**src/rtl/leaky_relu_grad.sv**
```systemverilog
// leaky_relu_grad: backward pass of Leaky ReLU.
// Forward inputs push a sign mask (x > 0) into an in-order buffer. Each upstream
// gradient pops one mask and produces dx = g (mask set) or g scaled by 2^-SHIFT
// (mask clear) into a single output register with valid/ready handshake.
// Optional build macro LRELU_GRAD_ROUND_EN: round-to-nearest (ties toward +inf)
// on the leak path instead of a plain floor shift.
module leaky_relu_grad #(
  parameter int DEPTH = 16,
  parameter int SHIFT = 2
) (
  input  logic                     clk,
  input  logic                     rst,
  input  logic                     fwd_valid,
  input  logic [7:0]               fwd_x,
  output logic                     fwd_ready,
  input  logic                     bwd_valid,
  input  logic [7:0]               bwd_g,
  output logic                     bwd_ready,
  output logic                     out_valid,
  output logic [7:0]               out_dx,
  input  logic                     out_ready,
  output logic [$clog2(DEPTH):0]   level
);

  localparam int PW = $clog2(DEPTH);
  localparam int LW = PW + 1;
  localparam logic [LW-1:0] FULL_LVL = LW'(DEPTH);

  logic [DEPTH-1:0] mask_q, mask_d;
  logic [PW-1:0]    wr_ptr_q, wr_ptr_d;
  logic [PW-1:0]    rd_ptr_q, rd_ptr_d;
  logic [LW-1:0]    level_q, level_d;
  logic             out_valid_q, out_valid_d;
  logic [7:0]       out_dx_q, out_dx_d;

  logic             push, pop;
  logic             push_m;
  logic             pop_m;
  logic [7:0]       leak_dx;

  // Ready signals derive from registered state; bwd_ready also sees out_ready
  // so a drained output register can be refilled in the same cycle.
  assign fwd_ready = (level_q != FULL_LVL);
  assign bwd_ready = (level_q != '0) & (~out_valid_q | out_ready);

  assign push   = fwd_valid & fwd_ready;
  assign pop    = bwd_valid & bwd_ready;

  // Positive means sign clear and nonzero; zero takes the leak slope.
  assign push_m = ~fwd_x[7] & (|fwd_x[6:0]);
  assign pop_m  = mask_q[rd_ptr_q];

`ifdef LRELU_GRAD_ROUND_EN
  localparam int            HALF_I = 1 << (SHIFT - 1);
  localparam logic [8:0]    HALF   = HALF_I[8:0];

  logic signed [8:0] g_ext;
  logic signed [8:0] g_sum;
  logic signed [8:0] g_shr;

  // Add half an LSB of the scaled result in 9 bits, then shift arithmetically.
  always_comb begin
    g_ext   = {bwd_g[7], bwd_g};
    g_sum   = g_ext + $signed(HALF);
    g_shr   = g_sum >>> SHIFT;
    leak_dx = g_shr[7:0];
  end
`else
  logic signed [7:0] g_s;

  // Plain arithmetic shift: floor toward -inf.
  always_comb begin
    g_s     = bwd_g;
    leak_dx = g_s >>> SHIFT;
  end
`endif

  // Next-state: mask write, pointer advance, occupancy and output register.
  always_comb begin
    mask_d      = mask_q;
    wr_ptr_d    = wr_ptr_q;
    rd_ptr_d    = rd_ptr_q;
    level_d     = level_q;
    out_valid_d = out_valid_q;
    out_dx_d    = out_dx_q;

    if (push) begin
      mask_d[wr_ptr_q] = push_m;
      wr_ptr_d         = wr_ptr_q + PW'(1);
    end

    if (pop) begin
      rd_ptr_d    = rd_ptr_q + PW'(1);
      out_valid_d = 1'b1;
      out_dx_d    = pop_m ? bwd_g : leak_dx;
    end else if (out_valid_q && out_ready) begin
      out_valid_d = 1'b0;
    end

    case ({push, pop})
      2'b10:   level_d = level_q + LW'(1);
      2'b01:   level_d = level_q - LW'(1);
      default: level_d = level_q;
    endcase
  end

  // State registers with synchronous reset; reset drops all stored masks.
  always_ff @(posedge clk) begin
    if (rst) begin
      mask_q      <= '0;
      wr_ptr_q    <= '0;
      rd_ptr_q    <= '0;
      level_q     <= '0;
      out_valid_q <= 1'b0;
      out_dx_q    <= '0;
    end else begin
      mask_q      <= mask_d;
      wr_ptr_q    <= wr_ptr_d;
      rd_ptr_q    <= rd_ptr_d;
      level_q     <= level_d;
      out_valid_q <= out_valid_d;
      out_dx_q    <= out_dx_d;
    end
  end

  assign out_valid = out_valid_q;
  assign out_dx    = out_dx_q;
  assign level     = level_q;

endmodule
```
**config.mk**
```make
export PLATFORM = sky130hd
export DESIGN_NAME = leaky_relu_grad
export DESIGN_NICKNAME = d
export VERILOG_FILES = /design/src/rtl/leaky_relu_grad.sv
export SDC_FILE = /design/constraint.sdc
export NUM_CORES = 1
export LEC_CHECK = 0
export ABC_CLOCK_PERIOD_IN_PS = 3500
export CAP_MARGIN = 20
export CORE_ASPECT_RATIO = 0.6
export CORE_UTILIZATION = 28
export CTS_CLUSTER_SIZE = 24
export DETAILED_ROUTE_END_ITERATION = 7
export PLACE_DENSITY = 0.52
export SYNTH_ARGS = -nofsm -noshare
export SYNTH_HDL_FRONTEND = slang
export SYNTH_SLANG_ARGS = --single-unit
```
**constraint.sdc**
```tcl
create_clock -name clk -period 3.5 [get_ports clk]
set_clock_uncertainty 0.15 [all_clocks]
set_input_delay 0.35 -clock clk [delete_from_list [all_inputs] [get_ports clk]]
set_output_delay 0.35 -clock clk [all_outputs]
set_load 0.005 [all_outputs]
```
==> results.json, run 1 <==
{
  "vias_per_cell": 4.709,
  "yosysSeqAreaShare": 0.3834,
  "clk_path_buf_depth": 2,
  "relSlewSlack": 0.6407,
  "fin_util": 0.3837,
  "fin_tns_setup_ns": 0,
  "maxSlewViolCount": 0,
  "grt_max_degree": 33,
  "cts_hold_buffers": 0,
  "worst-setup-path-type": "reg2reg",
  "grt_pass1_wl_mm": 7.182,
  "critPathLaunchType": "flop",
  "ys_top_cells_by_area": "dfxtp_1 38%, mux2i_1 12%, nor2_1 6.4%, ha_1 5.7%, nand3_1 3.3%",
  "setup_viol": 0,
  "crit_required_ns": 3.55,
  "synth_fp_nets": 247,
  "drtIter0Drc": 77,
  "die_x_um": 110.7,
  "whs_path_depth": 2,
  "clock-sinks": 38,
  "gr-total-overflow": 0,
  "synth_compound_area_frac": 0.1198,
  "antenna_found_initial": 0,
  "maxCapViolCount": 0,
  "syn_area_per_cell_um2": 9.187,
  "synth_common_cells": "38 x dfxtp_1, 34 x nor2_1, 23 x mux2i_1",
  "ant_nets": 0,
  "antenna_cells": 0,
  "drc": 0,
  "yosys.area_share.adder": 0.06683,
  "synth_largest_area_cell": "dfxtp_1",
  "fin_nets": 283,
  "cts_setup_buffers": 0,
  "ys_types": 42,
  "cp.arrival_ns": 3.09,
  "place_hpwl_mm": 3.139,
  "netlist_area_um2": 1984,
  "clockRootBuffer": "clkbuf_16",
  "fillCellCount": 692,
  "hold_viol_final": 0,
  "cp-end-kind": "flop",
  "initial_utilization": 0.2934,
  "yosys_warnings": 0,
  "cts_inserted_buffers": 5,
  "port_buffers": 36,
  "critPathMaxStageDelay_ns": 0.49,
  "peakVddDrop_mv": 0.2888,
  "die_h_um": 67.21,
  "drt_wl_total_mm": 4.341,
  "place_congestion": 0.7677,
  "synth_most_common_cell": "dfxtp_1",
  "reg2reg_depth": 11,
  "worst_pin_slew_ns": 0.5333,
  "syn_inst": 216,
  "ff2ff_setup_slack_ns": 0.47,
  "synth.area.mux_share": 0.1387,
  "ys_ff_latch": 38,
  "fp.dieArea_um2": 7439,
  "fmax_mhz": 329.6,
  "core-area_um2": 6763,
  "std_cell_rows": 23,
  "hold_class": "reg2reg",
  "rsz0062_at_grt": "no",
  "dr_total_vias": 1601,
  "cts_tree": "yes",
  "critPathMostFrequentCell": "inv_1",
  "grt_usage": 0.1227,
  "clock_latency_ns": 0.27,
  "boundaryPins": 37,
  "finalCritPeriodShare": 0.8667,
  "drtPass1Iterations": 4,
  "path_cells": "nor4_4 -> a21boi_1 -> inv_1 -> ha_1 -> inv_1 -> fa_1 -> nor2b_1 -> o21ai_0 -> and3_1 -> or4_1 -> a21oi_1",
  "outcome": "complete, no violations",
  "synth-edff-count": 0,
  "synth_top_family_by_area": "simple AND/OR/NAND/NOR gates",
  "p_per_area_nw_per_um2": 677.3,
  "htreeDepth": 2,
  "ys.flop_type": "dfxtp_1",
  "post_drt_wl_per_cell_um": 12.77,
  "leakage_nw": 1.058,
  "synth_top_area_share": 0.3834,
  "fin_crit_ns": 3.034,
  "drive_above_1_share": 0.08696,
  "crit_fanout": 5,
  "area_growth_pct": 30.77,
  "synth_async_sr_flop_share": 0,
  "yosys.area_share.simple": 0.2093,
  "clk_pin_slew_ns": 0.06,
  "slowest_stage": "nor4_4",
  "ctsResizeCount": 0,
  "grt_pass1_vias": 1458,
  "synth_xor_area_frac": 0.03531
}
[registers in the layout, summed over array words and instances, names as in the netlist]
| signal | cells |
|---|---|
| level | 5 |
| out_dx | 8 |
| wr_ptr_q | 4 |
| rd_ptr_q | 4 |
| out_valid | 1 |
| mask_q | 16 |
[metrics by stage]
step,setup WS [ns],std cells,hold WS [ns],cell area (um2),power [mW]
after floorplan,0.4643,216,0.3082,1984,1.016
after detailed placement,0.3640,332,0.3193,2429,1.281
after CTS,0.4559,340,0.3330,2595,1.781
final,0.4665,340,0.3286,2595,1.758
after global placement,0.4106,332,0.3106,2429,1.284
after global routing,0.1454,340,0.3514,2595,1.881
[layout by cell type (no fill, tap or decap), types with 3 or more instances in the layout]
master,synthesis,final
a21oi_1,10,10
a221o_1,4,4
and2_1,3,3
buf_4,1,4
clkbuf_16,0,5
clkbuf_8,0,3
clkdlybuf4s50_1,0,36
dfxtp_1,38,38
ha_1,9,9
inv_1,10,10
mux2i_1,23,23
nand2_1,12,12
nand3_1,13,13
nand4_1,6,6
nor2_1,34,34
nor2b_1,5,5
nor3_1,4,4
xnor2_1,4,4
xor2_1,4,4
[logic make-up (layout without fill, tap and decap cells)]
group,after synthesis,count (layout)
compound gates,29,29
xor+xnor,8,8
fa+ha+maj,10,10
buf+inv,21,58
flops,38,38
mux,25,25
simple gates,85,85
[where the power goes]
group / leakage [nW] / internal, mW / switching, mW
logic: 0.666 / 0.364 / 0.306
clock network: 0.0832 / 0.322 / 0.167
registers: 0.309 / 0.508 / 0.0904
[worst max-delay path: cells and delay by family (launching register included)]
| kind | cells | cell delay (ns) |
|---|---|---|
| compound gates | 3 | 0.44 |
| fa+ha+maj | 2 | 0.59 |
| buf+inv | 2 | 0.17 |
| flops | 1 | 0.37 |
| simple gates | 4 | 1.24 |
[cell type report]
cell class	instances	area, um2	area share
clock buffer	8	166.4	0.06413
tap	87	108.9	0.04195
timing repair buffer	40	390.4	0.1504
multi-input combinational	157	1131	0.4359
sequential	38	760.7	0.2932
inverter	10	37.54	0.01446
[path summary, 6_finish.rpt]
path                                              from                      to
worst max-delay path             level[0]$_SDFFE_PP0P_   level[4]$_SDFFE_PP0P_
worst min-delay path            out_dx[6]$_SDFFE_PP0P_  out_dx[6]$_SDFFE_PP0P_
worst max register to register   level[0]$_SDFFE_PP0P_   level[4]$_SDFFE_PP0P_
worst min register to register  out_dx[6]$_SDFFE_PP0P_  out_dx[6]$_SDFFE_PP0P_
[layer usage]
layer,routed length (um),share of wire,up-vias,track usage
met5,0,0,-,0
met4,8,0.0018,0,0.02000
met3,209,0.048,2,0.04129
met2,1532,0.35,33,0.1584
met1,2590,0.60,732,0.1908
li1,-,-,834,-
Note: power is estimated with default switching activity, not from simulation.
==> run 2: changes to the inputs <==
--- a/config.mk
+++ b/config.mk
@@ -12,6 +12,7 @@
 export CTS_CLUSTER_SIZE = 24
 export DETAILED_ROUTE_END_ITERATION = 7
 export PLACE_DENSITY = 0.52
+export SLEW_MARGIN = 30
 export SYNTH_ARGS = -nofsm -noshare
 export SYNTH_HDL_FRONTEND = slang
 export SYNTH_SLANG_ARGS = --single-unit
==> results of run 2 <==
No change in the layout: final DEF, timing and power equal those of run 1.
